`src/rtl/mem_init_fill.sv`:
```
// Sweeps an attached single-port RAM once per accepted request, writing a selectable fill pattern.
// Optional read-back check of the whole array is compiled in with `define MEM_INIT_VERIFY_EN.
module mem_init_fill #(
    parameter int ADDR_W = 8,
    parameter int DATA_W = 8,
    parameter int DEPTH  = 256
) (
    input  logic              clk,
    input  logic              rst,
    input  logic              en,
    output logic              rdy,
    input  logic [1:0]        mode,
    input  logic [DATA_W-1:0] fill_val,
    output logic [ADDR_W-1:0] addr,
    output logic [DATA_W-1:0] wrdata,
    output logic              wren,
`ifdef MEM_INIT_VERIFY_EN
    input  logic [DATA_W-1:0] rddata,
    output logic              err,
`endif
    output logic              done
);

    // One extra index bit so the verify pass can count to DEPTH for its trailing compare.
    localparam int CW = ADDR_W + 1;
    localparam logic [CW-1:0] LAST = CW'(DEPTH - 1);
`ifdef MEM_INIT_VERIFY_EN
    localparam logic [CW-1:0] FINAL = CW'(DEPTH);
`endif

    typedef enum logic [1:0] {
        IDLE,
        FILL,
        VERIFY,
        DONE
    } state_e;

    state_e              state_q, state_d;
    logic [CW-1:0]       idx_q, idx_d;
    logic [1:0]          mode_q, mode_d;
    logic [DATA_W-1:0]   fill_q, fill_d;
    logic [ADDR_W-1:0]   addr_q, addr_d;
    logic [DATA_W-1:0]   wrdata_q, wrdata_d;
`ifdef MEM_INIT_VERIFY_EN
    logic                err_q, err_d;
`endif

    function automatic logic [DATA_W-1:0] pattern(input logic [1:0]        m,
                                                  input logic [DATA_W-1:0] fv,
                                                  input logic [CW-1:0]     i);
        logic [DATA_W-1:0] iv;
        iv = DATA_W'(i);
        case (m)
            2'd0:    pattern = iv;
            2'd1:    pattern = fv;
            2'd2:    pattern = DATA_W'(DEPTH - 1) - iv;
            default: pattern = iv ^ fv;
        endcase
    endfunction

    always_ff @(posedge clk or posedge rst) begin
        if (rst) begin
            state_q <= IDLE;
        end else begin
            state_q <= state_d;
        end
    end

    always_comb begin
        state_d = state_q;
        case (state_q)
            IDLE: begin
                if (en) begin
                    state_d = FILL;
                end
            end
            FILL: begin
                if (idx_q == LAST) begin
`ifdef MEM_INIT_VERIFY_EN
                    state_d = VERIFY;
`else
                    state_d = DONE;
`endif
                end
            end
`ifdef MEM_INIT_VERIFY_EN
            VERIFY: begin
                if (idx_q == FINAL) begin
                    state_d = DONE;
                end
            end
`endif
            DONE:    state_d = IDLE;
            default: state_d = IDLE;
        endcase
    end

    always_comb begin
        rdy  = (state_q == IDLE);
        wren = (state_q == FILL);
        done = (state_q == DONE);
    end

    // addr/wrdata are registered one cycle ahead so they simply hold once the sweep ends.
    always_comb begin
        idx_d    = idx_q;
        mode_d   = mode_q;
        fill_d   = fill_q;
        addr_d   = addr_q;
        wrdata_d = wrdata_q;
`ifdef MEM_INIT_VERIFY_EN
        err_d    = err_q;
`endif
        case (state_q)
            IDLE: begin
                if (en) begin
                    idx_d    = '0;
                    mode_d   = mode;
                    fill_d   = fill_val;
                    addr_d   = '0;
                    wrdata_d = pattern(mode, fill_val, '0);
`ifdef MEM_INIT_VERIFY_EN
                    err_d    = 1'b0;
`endif
                end
            end
            FILL: begin
                if (idx_q != LAST) begin
                    idx_d    = idx_q + 1'b1;
                    addr_d   = ADDR_W'(idx_q + 1'b1);
                    wrdata_d = pattern(mode_q, fill_q, idx_q + 1'b1);
                end
`ifdef MEM_INIT_VERIFY_EN
                else begin
                    idx_d  = '0;
                    addr_d = '0;
                end
`endif
            end
`ifdef MEM_INIT_VERIFY_EN
            // Read data lags the address by one cycle, so compare against the previous index.
            VERIFY: begin
                if (idx_q != FINAL) begin
                    idx_d = idx_q + 1'b1;
                end
                if ((idx_q + 1'b1) < FINAL) begin
                    addr_d = ADDR_W'(idx_q + 1'b1);
                end
                if ((idx_q != '0) && (rddata != pattern(mode_q, fill_q, idx_q - 1'b1))) begin
                    err_d = 1'b1;
                end
            end
`endif
            default: ;
        endcase
    end

    always_ff @(posedge clk or posedge rst) begin
        if (rst) begin
            idx_q    <= '0;
            mode_q   <= '0;
            fill_q   <= '0;
            addr_q   <= '0;
            wrdata_q <= '0;
`ifdef MEM_INIT_VERIFY_EN
            err_q    <= 1'b0;
`endif
        end else begin
            idx_q    <= idx_d;
            mode_q   <= mode_d;
            fill_q   <= fill_d;
            addr_q   <= addr_d;
            wrdata_q <= wrdata_d;
`ifdef MEM_INIT_VERIFY_EN
            err_q    <= err_d;
`endif
        end
    end

    assign addr   = addr_q;
    assign wrdata = wrdata_q;
`ifdef MEM_INIT_VERIFY_EN
    assign err    = err_q;
`endif

endmodule

```
`config.mk`:
```
export PLATFORM = sky130hd
export DESIGN_NAME = mem_init_fill
export DESIGN_NICKNAME = d
export VERILOG_FILES = /design/src/rtl/mem_init_fill.sv
export SDC_FILE = /design/constraint.sdc
export NUM_CORES = 1
export LEC_CHECK = 0
export ABC_AREA = 1
export CORE_UTILIZATION = 45
export DETAILED_ROUTE_END_ITERATION = 7
export PLACE_DENSITY_LB_ADDON = 0.1
export REMOVE_ABC_BUFFERS = 1
export SETUP_SLACK_MARGIN = 0.3
export SYNTH_ARGS = -nofsm -noshare
export SYNTH_HDL_FRONTEND = slang
export SYNTH_SLANG_ARGS = --single-unit
```
`constraint.sdc`:
```
create_clock -name clk -period 2 [get_ports clk]
set_input_delay 0.2 -clock clk [delete_from_list [all_inputs] [get_ports clk]]
set_output_delay 0.2 -clock clk [all_outputs]
set_load 0.01 [all_outputs]
```
==> impl_metrics.env, run 1 <==
export IMPL_synthesis_area_sq_mm=0.00180
export IMPL_post_route_min_period_ps=1740
export IMPL_fill_cells=345
export IMPL_grt_pass1_wl_mm=7.17
export IMPL_worst_path_buf_inv=3
export IMPL_synth_edf_count=0
export IMPL_yosys_area_top_type_share_pct=40.4
export IMPL_place_congestion=0.869
export IMPL_drtPass1Iterations=4
export IMPL_vdd_drop_max_mv=0.667
export IMPL_synth_warnings=0
export IMPL_routed_wl_met3_microns=217
export IMPL_cts_hold_buffers=0
export IMPL_drt_initial_drc_count=106
export IMPL_layout_setup_ws_ps=265
export IMPL_synth_avg_cell_area_sq_um=7.49
export IMPL_clkPwrFrac_pct=14.3
export IMPL_clockRootBuffer="clkbuf_8"
export IMPL_final_nets=293
export IMPL_vias=1640
export IMPL_final_hold_violation_count=0
export IMPL_die_area_sq_mm=0.00425
export IMPL_final_max_slew_violation_count=0
export IMPL_synth_commonest_cells="nand2_1, inv_1, dfrtp_1, nor2_1, o21ai_0"
export IMPL_cts_buffer_depth=2
export IMPL_vias_per_cell=5.03
export IMPL_timing_rr_start="idx_q[0]"
export IMPL_cp_depth=12
export IMPL_dpl_worst_slack_ps=78.3
export IMPL_worstRegToRegCells=12
export IMPL_ys_seq_area_share_pct=40.4
export IMPL_gr_usage_all_layers_pct=22.6
export IMPL_wirelength_met1_mm=2.07
export IMPL_yosysMostFrequentCell="nand2_1"
export IMPL_cts_made_buffers=5
export IMPL_clk_latency_ps=290
export IMPL_hold_slack_ps=277
export IMPL_core_rowCount=22
export IMPL_tightestPinTransition_ps=383
export IMPL_r2r_slack_ps=260
export IMPL_drv_cap=0
export IMPL_cts_tree="done"
export IMPL_ys_flop_type="dfrtp_1"
export IMPL_grt_max_degree=30
export IMPL_yosysUniqueCellTypes=28
export IMPL_ant_nets=0
export IMPL_crit_arrival_ps=1960
export IMPL_p_per_area_mw_per_mm2=1480
export IMPL_pwr_share_seq_pct=31.2
export IMPL_crit_chain="ha_2, nand2_2, nor2_4, inv_2, nor3_2, ha_2, inv_4, nand2_8, nand2_8, nand2_1, inv_1, a21oi_2"
export IMPL_intPower_mw=2.04
export IMPL_gr_total_overflow=0
export IMPL_postSynthCellCount=240
export IMPL_path_class="flop to flop"
export IMPL_tns_ps=0
export IMPL_comb_power_share_pct=54.5
export IMPL_numClockSinks=29
export IMPL_p_switching_mw=1.47
export IMPL_ios=32
export IMPL_swShare_pct=41.9
export IMPL_layout_cells_non_filler=326
export IMPL_max_stage_delay_ps=360
export IMPL_area_growth_syn_to_layout_pct=31.9
export IMPL_wire_per_inst_microns=13.3
export IMPL_hp_class="input pin to asynchronous set/reset pin"
export IMPL_grt_antenna_before_repair=0
export IMPL_postRouteWirelength_mm=4.35
export IMPL_clk_pin_slew_ps=70
export IMPL_core_area_sq_mm=0.00374
export IMPL_fin_worst_skew_ps=6.85
export IMPL_setup_viol=0
export IMPL_critPathCapture="wrdata[5]"
export IMPL_route_met2_wl_mm=1.99
export IMPL_hpwl_mm=2.67
export IMPL_cpLargestDelayFamily="simple AND/OR/NAND/NOR gates"
export IMPL_worst_ep_required_time_ps=2220
export IMPL_slew_headroom_pct=74.5
export IMPL_critPathMaxFanout=6
export IMPL_async_reset_ff_share_pct=100
export IMPL_drive_gt1_share_pct=23.4
export IMPL_portBuffers=31
export IMPL_chipHeight_microns=65.2
export IMPL_top_layer_used="met4"
export IMPL_r2r_end="wrdata[5]"
export IMPL_h_tree_depth=2
export IMPL_dp_cells=309
export IMPL_fmax_ghz=0.576
export IMPL_ys_ff_latch=29
export IMPL_route_detailed_drc=0
export IMPL_fp_dieW_microns=65.2
export IMPL_grt_pass1_vias=1554
export IMPL_initial_core_util_pct=48.0
export IMPL_critPathCaptureType="flop"
export IMPL_crit_path_top_delay_cell="dfrtp_1"
export IMPL_startpoint="idx_q[0]"
export IMPL_outcome="finished clean"
export IMPL_fin_crit_sh_pct=86.8
export IMPL_yosysTopAreaCell="dfrtp_1"
export IMPL_cp_start_kind="flop"
export IMPL_rsz0062_at_grt="true"
export IMPL_p_leak_nw=1.14
export IMPL_synthTopCellsByArea="dfrtp_1, nand2_1, o21ai_0"
export IMPL_diodes=0
## cells in the final DEF, fill, tap and decap left out
cell type	count
o21ai_2	2
nand2_1	54
nand2_8	3
a21oi_2	10
o21a_1	2
clkbuf_8	6
o21ai_0	23
buf_4	11
o22ai_1	2
buf_6	2
xor2_2	1
ha_2	2
nand2_2	6
dlymetal6s2s_1	1
nor2_4	2
inv_2	3
clkdlybuf4s50_1	30
nor3_2	1
inv_1	29
o22ai_2	2
nand2_4	2
dfrtp_2	1
a31oi_1	3
a21oi_1	4
inv_4	2
nand3_2	1
nor2_1	20
clkbuf_1	1
dfrtp_1	28
o21ai_1	3
o31ai_2	1
nand3_1	13
nor2_8	1
nor2_2	6
## registers in the layout, summed over array words and instances, names as in the netlist
signal and count:
wrdata 8, state_q 2, mode_q 2, idx_q 9
fill_q 8
## through the flow
| step | power [mW] | util, % | instance area (sq um) |
|---|---|---|---|
| 3_5_place_dp | 2.78 | 55.9 | 2090 |
| 5_1_grt | 3.79 | 63.4 | 2370 |
| 6_report | 3.51 | 63.4 | 2370 |
| 4_1_cts | 3.38 | 60.8 | 2270 |
| 3_3_place_gp | 2.76 | 55.9 | 2090 |
| 2_1_floorplan | 2.14 | - | 1680 |
## tightest hold or removal path: cells and delay by family
kind	cells	cell delay (ps)
buf+inv	3	780
## how the worst min path moves through the flow
| stage | to | startpoint | slack (ps) | cells past startpoint |
|---|---|---|---|---|
| after floorplan | fill_q[0] | rst | 280 | 1 |
| after detailed placement | fill_q[6] | fill_q[6] | 480 | 2 |
| after global placement | fill_q[7] | fill_q[7] | 470 | 2 |
| final | fill_q[5] | rst | 280 | 3 |
| after CTS | fill_q[3] | rst | 300 | 3 |
| after global routing | fill_q[3] | rst | 350 | 3 |
## layout make-up
cell class              instances  area [sq um]  area share (%)
well taps                      48          60.1            2.53
flip-flops and latches         29           727            30.6
repair buffers                 44           418            17.6
multi-input cells             164           948            40.0
inverters                      34           133            5.59
clock buffers                   7          86.3            3.64
## metal layers
layer | vias up | GRT usage [%]
met4 | 0 | 10.9
met3 | 7 | 6.25
met5 | - | 0
met1 | 750 | 28.6
li1 | 836 | -
met2 | 47 | 35.4
## kinds of logic (layout without fill, tap and decap cells)
group	after synthesis	after routing	share of synthesized area, %
adders and majority gates	2	2	1.39
AOI/OAI and AO/OA	52	52	17.3
xor gates and xnor gates	1	1	0.487
buffers and inverters	49	85	13.6
DFF	29	29	40.4
and+or+nand+nor	107	109	26.9
## power by group through the flow
| stage | clock, mW | combinational, mW | sequential, mW |
|---|---|---|---|
| global route | 0.526 | 2.14 | 1.13 |
| finish | 0.502 | 1.91 | 1.10 |
| global placement | 0 | 1.68 | 1.09 |
| floorplan | 0 | 0.998 | 1.14 |
| detailed placement | 0 | 1.69 | 1.09 |
| CTS | 0.503 | 1.80 | 1.08 |
## timing repair
action	in CTS	in global routing
pin swaps	1	12
setup endpoints to repair	18	18
buffers inserted	6	1
cloned	2	1
resized for setup	10	22
No activity file was read; power rests on OpenSTA's default activity.
==> run 2, diff against run 1 <==
--- a/config.mk
+++ b/config.mk
@@ -6,6 +6,8 @@
 export NUM_CORES = 1
 export LEC_CHECK = 0
 export ABC_AREA = 1
+export CAP_MARGIN = 10
+export CORE_ASPECT_RATIO = 2
 export CORE_UTILIZATION = 45
 export DETAILED_ROUTE_END_ITERATION = 7
 export PLACE_DENSITY_LB_ADDON = 0.1
==> run 2 against run 1 <==
Critical path depth shrank 1. Critical path type unchanged. Power up 1.6%. Utilization down 0.15 points. Critical endpoint is now wrdata[2]. Clock-buffer cell count stayed put. Die area rose by 0.36%. First-iteration DRC count fell by 74%.
==> impl_metrics.env, run 2 (synthesis results as in run 1) <==
export IMPL_outcome="finished clean"
export IMPL_gr_usage_all_layers_pct=23.5
export IMPL_hpwl_mm=2.89
export IMPL_rsz0062_at_grt="true"
export IMPL_r2r_end="wrdata[2]"
export IMPL_cp_start_kind="flop"
export IMPL_ios=32
export IMPL_final_max_slew_violation_count=0
export IMPL_drt_initial_drc_count=28
export IMPL_routed_wl_met3_microns=104
export IMPL_p_per_area_mw_per_mm2=1470
export IMPL_vias=1650
export IMPL_worstRegToRegCells=11
export IMPL_final_common_cell="nand2_1"
export IMPL_final_nets=293
export IMPL_fin_worst_skew_ps=6.71
export IMPL_grt_antenna_before_repair=0
export IMPL_grt_pass1_wl_mm=7.27
export IMPL_critPathMaxFanout=6
export IMPL_chipHeight_microns=91.4
export IMPL_path_class="flop to flop"
export IMPL_cts_made_buffers=5
export IMPL_swShare_pct=41.5
export IMPL_grt_pass1_vias=1579
export IMPL_comb_power_share_pct=55.2
export IMPL_fmax_ghz=0.572
export IMPL_wire_per_inst_microns=13.3
export IMPL_h_tree_depth=2
export IMPL_r2r_slack_ps=250
export IMPL_die_area_sq_mm=0.00427
export IMPL_clockRootBuffer="clkbuf_8"
export IMPL_core_area_sq_mm=0.00384
export IMPL_most_common_layout_cells="nand2_1, clkdlybuf4s50_1, dfrtp_1"
export IMPL_area_growth_syn_to_layout_pct=35.1
export IMPL_timing_rr_start="idx_q[1]"
export IMPL_hp_class="input pin to asynchronous set/reset pin"
export IMPL_core_rowCount=32
export IMPL_post_route_min_period_ps=1750
export IMPL_cts_hold_buffers=0
export IMPL_setup_viol=0
export IMPL_clk_latency_ps=280
export IMPL_worst_ep_required_time_ps=2160
export IMPL_intPower_mw=2.09
export IMPL_tns_ps=0
export IMPL_drtPass1Iterations=4
export IMPL_multiInputGateArea_sq_mm=0.00101
export IMPL_pwr_share_seq_pct=31.0
export IMPL_route_detailed_drc=0
export IMPL_max_flop_register="idx_q"
export IMPL_diodes=0
export IMPL_fp_dieW_microns=46.7
export IMPL_fill_cells=360
export IMPL_cts_tree="done"
export IMPL_clk_pin_slew_ps=60
export IMPL_final_hold_violation_count=0
export IMPL_cts_buffer_depth=2
export IMPL_numClockSinks=29
export IMPL_crit_arrival_ps=1910
export IMPL_final_util_pct=63.2
export IMPL_initial_core_util_pct=46.8
export IMPL_drv_cap=0
export IMPL_p_switching_mw=1.48
export IMPL_ant_nets=0
export IMPL_vias_per_cell=5.02
export IMPL_critPathCaptureType="flop"
export IMPL_tightestPinTransition_ps=398
export IMPL_vdd_drop_max_mv=0.854
export IMPL_top_layer_used="met4"
export IMPL_route_met2_wl_mm=2.27
export IMPL_final_seq_area_sq_um=727
export IMPL_drive_gt1_share_pct=25.5
export IMPL_p_leak_nw=1.14
export IMPL_slew_headroom_pct=73.5
export IMPL_gr_total_overflow=0
export IMPL_postRouteWirelength_mm=4.37
export IMPL_fin_crit_sh_pct=87.3
export IMPL_place_congestion=0.786
export IMPL_portBuffers=31
export IMPL_clkPwrFrac_pct=13.8
export IMPL_grt_max_degree=30
export IMPL_wirelength_met1_mm=1.77
export IMPL_largest_reg_flops=9
-- run 2: critical path, cell delays in order, from the launching register on --
cell     delay (ps)
dfrtp_1         400
ha_4            170
nand2_4          60
nor2_4          130
inv_2            50
nor3_2          150
ha_2            210
inv_4            60
nand2_8         120
nand2_8         100
nor2_4          130
a31oi_4          40
-- run 2: per-stage QoR --
step | hold slack [ps] | total power [mW] | std cells | cell area, sq um | worst slack (ps)
floorplan | 278 | 2.14 | 225 | 1680 | 145
detailed placement | 474 | 2.82 | 315 | 2120 | 109
global route | 374 | 3.90 | 329 | 2430 | 148
finish | 297 | 3.56 | 329 | 2430 | 253
CTS | 313 | 3.42 | 326 | 2290 | 287
global placement | 467 | 2.79 | 315 | 2120 | 172
-- run 2: worst max path at each step --
stage,slack (ps),cells past startpoint,from,end
6_report,250,11,idx_q[1],wrdata[2]
5_1_grt,150,11,idx_q[1],wrdata[5]
4_1_cts,290,11,idx_q[0],wrdata[5]
3_5_place_dp,110,12,idx_q[0],wrdata[4]
3_3_place_gp,170,12,idx_q[0],wrdata[3]
2_1_floorplan,140,12,idx_q[0],wrdata[5]
-- run 2: layout make-up --
cell class	instances	share of cell area, %
timing repair buffer	44	17.0
tap	51	2.63
inverter	34	5.46
sequential	29	29.9
clock buffer	7	3.55
multi-input combinational	164	41.4
-- run 2: repair_timing --
action                                  CTS  global route
pin swaps                                 4            12
cloned                                    3             0
gates resized for setup                  11            32
buffers inserted                          1             3
endpoints found under the setup margin   18            18
-- run 2: power by group through the flow --
stage	clock network, mW	logic (mW)	registers [mW]
final	0.491	1.97	1.10
after global placement	0	1.73	1.06
after floorplan	0	0.998	1.14
after detailed placement	0	1.75	1.07
after global routing	0.526	2.23	1.14
after CTS	0.509	1.83	1.08
-- run 2: metal layers --
layer	vias up	GRT usage [%]
met2	39	37.8
met3	22	3.78
met4	0	13.6
met1	751	27.6
met5	-	0
li1	838	-
==> run 3, diff against run 2 <==
--- a/config.mk
+++ b/config.mk
@@ -8,11 +8,14 @@
 export ABC_AREA = 1
 export CAP_MARGIN = 10
 export CORE_ASPECT_RATIO = 2
+export CORE_MARGIN = 4
 export CORE_UTILIZATION = 45
 export DETAILED_ROUTE_END_ITERATION = 7
+export GPL_ROUTABILITY_DRIVEN = 0
 export PLACE_DENSITY_LB_ADDON = 0.1
 export REMOVE_ABC_BUFFERS = 1
 export SETUP_SLACK_MARGIN = 0.3
+export SKIP_CTS_REPAIR_TIMING = 1
 export SYNTH_ARGS = -nofsm -noshare
 export SYNTH_HDL_FRONTEND = slang
 export SYNTH_SLANG_ARGS = --single-unit
==> run 3 against run 2 <==
Via count is 1.9% lower. Setup slack worse by 32 ps. Clock-buffer cell count unchanged. Sequential share of layout area is 0.89 points higher. Sequential cell count unchanged. First-iteration DRC count is 54% higher. Non-clock buffer count did not move. Largest power group unchanged. Power down 0.61%. Die area rose by 20%.
==> impl_metrics.env, run 3 (synthesis results as in run 1) <==
export IMPL_outcome="finished clean"
export IMPL_final_max_slew_violation_count=0
export IMPL_grt_pass1_vias=1498
export IMPL_worstRegToRegCells=11
export IMPL_numClockSinks=29
export IMPL_routed_wl_met3_microns=122
export IMPL_post_route_min_period_ps=1780
export IMPL_fin_crit_sh_pct=89.0
export IMPL_core_rowCount=32
export IMPL_clockRootBuffer="clkbuf_8"
export IMPL_grt_antenna_before_repair=0
export IMPL_final_hold_violation_count=0
export IMPL_hp_class="input pin to asynchronous set/reset pin"
export IMPL_grt_pass1_wl_mm=6.69
export IMPL_wire_per_inst_microns=13.0
export IMPL_cts_made_buffers=5
export IMPL_portBuffers=31
export IMPL_setup_viol=0
export IMPL_tns_ps=0
export IMPL_worst_ep_required_time_ps=2150
export IMPL_startpoint="idx_q[1]"
export IMPL_critPathCaptureType="flop"
export IMPL_r2r_end="wrdata[2]"
export IMPL_gr_usage_all_layers_pct=17.2
export IMPL_slew_headroom_pct=74.5
export IMPL_clk_latency_ps=280
export IMPL_diodes=0
export IMPL_fin_worst_skew_ps=8.16
export IMPL_fmax_ghz=0.562
export IMPL_largest_reg_flops=9
export IMPL_cts_buffer_depth=2
export IMPL_route_met2_wl_mm=2.33
export IMPL_dpl_worst_slack_ps=112
export IMPL_final_area_sq_mm=0.00236
export IMPL_initial_core_util_pct=46.8
export IMPL_ant_nets=0
export IMPL_wirelength_met1_mm=1.75
export IMPL_vdd_drop_max_mv=0.819
export IMPL_p_leak_nw=1.14
export IMPL_drtPass1Iterations=4
export IMPL_p_per_area_mw_per_mm2=1500
export IMPL_hpwl_mm=2.94
export IMPL_ios=32
export IMPL_final_common_cell="nand2_1"
export IMPL_dpl_cell_area_sq_mm=0.00212
export IMPL_max_flop_register="idx_q"
export IMPL_r2r_slack_ps=220
export IMPL_die_area_sq_mm=0.00513
export IMPL_rsz0062_at_grt="true"
export IMPL_gr_total_overflow=0
export IMPL_timing_rr_start="idx_q[1]"
export IMPL_h_tree_depth=2
export IMPL_drt_initial_drc_count=43
export IMPL_cp_start_kind="flop"
export IMPL_route_detailed_drc=0
export IMPL_top_layer_used="met4"
export IMPL_chipHeight_microns=97.4
export IMPL_critPathMaxFanout=11
export IMPL_fill_cells=389
export IMPL_drv_cap=0
export IMPL_cts_tree="done"
export IMPL_most_common_layout_cells="nand2_1, clkdlybuf4s50_1, inv_1"
export IMPL_path_class="flop to flop"
export IMPL_core_area_sq_mm=0.00384
export IMPL_grt_max_degree=30
export IMPL_total_power_mw=3.54
export IMPL_area_growth_syn_to_layout_pct=31.2
export IMPL_clk_pin_slew_ps=70
export IMPL_vias_per_cell=4.90
export IMPL_postRouteWirelength_mm=4.29
export IMPL_fp_dieW_microns=52.7
export IMPL_tightestPinTransition_ps=383
export IMPL_final_nets=293
export IMPL_drive_gt1_share_pct=20.1
export IMPL_crit_arrival_ps=1930
export IMPL_vias=1618
export IMPL_layout_setup_ws_ps=221
## run 3: cell types whose count changed in the layout (fill, tap and decap cells not counted), moves of 3 or more
cell	before	now
nor2_1	19	24
a31oi_1	0	3
inv_1	27	30
inv_2	5	2
nand2_2	7	4
nand2_4	2	5
nor2_4	4	1
## run 3: cell type report
type | instances | area (sq um) | share of cell area [%]
clock buffer | 7 | 86.3 | 3.66
clock inverter | 1 | 30.0 | 1.27
inverter | 34 | 133 | 5.62
multi-input combinational | 164 | 908 | 38.5
sequential | 29 | 727 | 30.8
tap | 51 | 63.8 | 2.70
timing repair buffer | 44 | 412 | 17.4
## run 3: critical path: stages (launching register included)
cell	delay (ps)
dfrtp_1	350
ha_2	210
nand2_4	70
nor2_4	110
inv_2	60
nor3_2	180
ha_2	220
inv_4	50
nand2_8	90
nand2_4	120
nor2_1	120
a31oi_1	50
## run 3: per-layer routing
layer  global-route usage, %  up-vias
li1                        -      834
met1                    20.8      747
met4                    6.89        0
met5                       0        -
met2                    28.7       28
met3                    3.38        9
## run 3: how the worst max path moves through the flow
| stage | to | slack (ps) | cells after the start |
|---|---|---|---|
| final | wrdata[2] | 220 | 11 |
| after global routing | wrdata[5] | 100 | 12 |
| after CTS | wrdata[5] | 90 | 12 |
| after detailed placement | wrdata[5] | 110 | 12 |
| after global placement | wrdata[3] | 180 | 12 |
| after floorplan | wrdata[5] | 140 | 12 |
## run 3: through the flow
stage | std cells | hold slack, ps | util (%)
5_1_grt | 330 | 332 | 61.4
6_report | 330 | 297 | 61.4
2_1_floorplan | 225 | 278 | -
3_5_place_dp | 315 | 475 | 55.1
3_3_place_gp | 315 | 467 | 55.1
4_1_cts | 323 | 307 | 58.1
## run 3: where the power goes
group | switching (mW) | leakage, nW | internal, mW
Sequential | 0.204 | 0.344 | 0.863
Clock | 0.231 | 0.0585 | 0.406
Combinational | 0.978 | 0.743 | 0.860
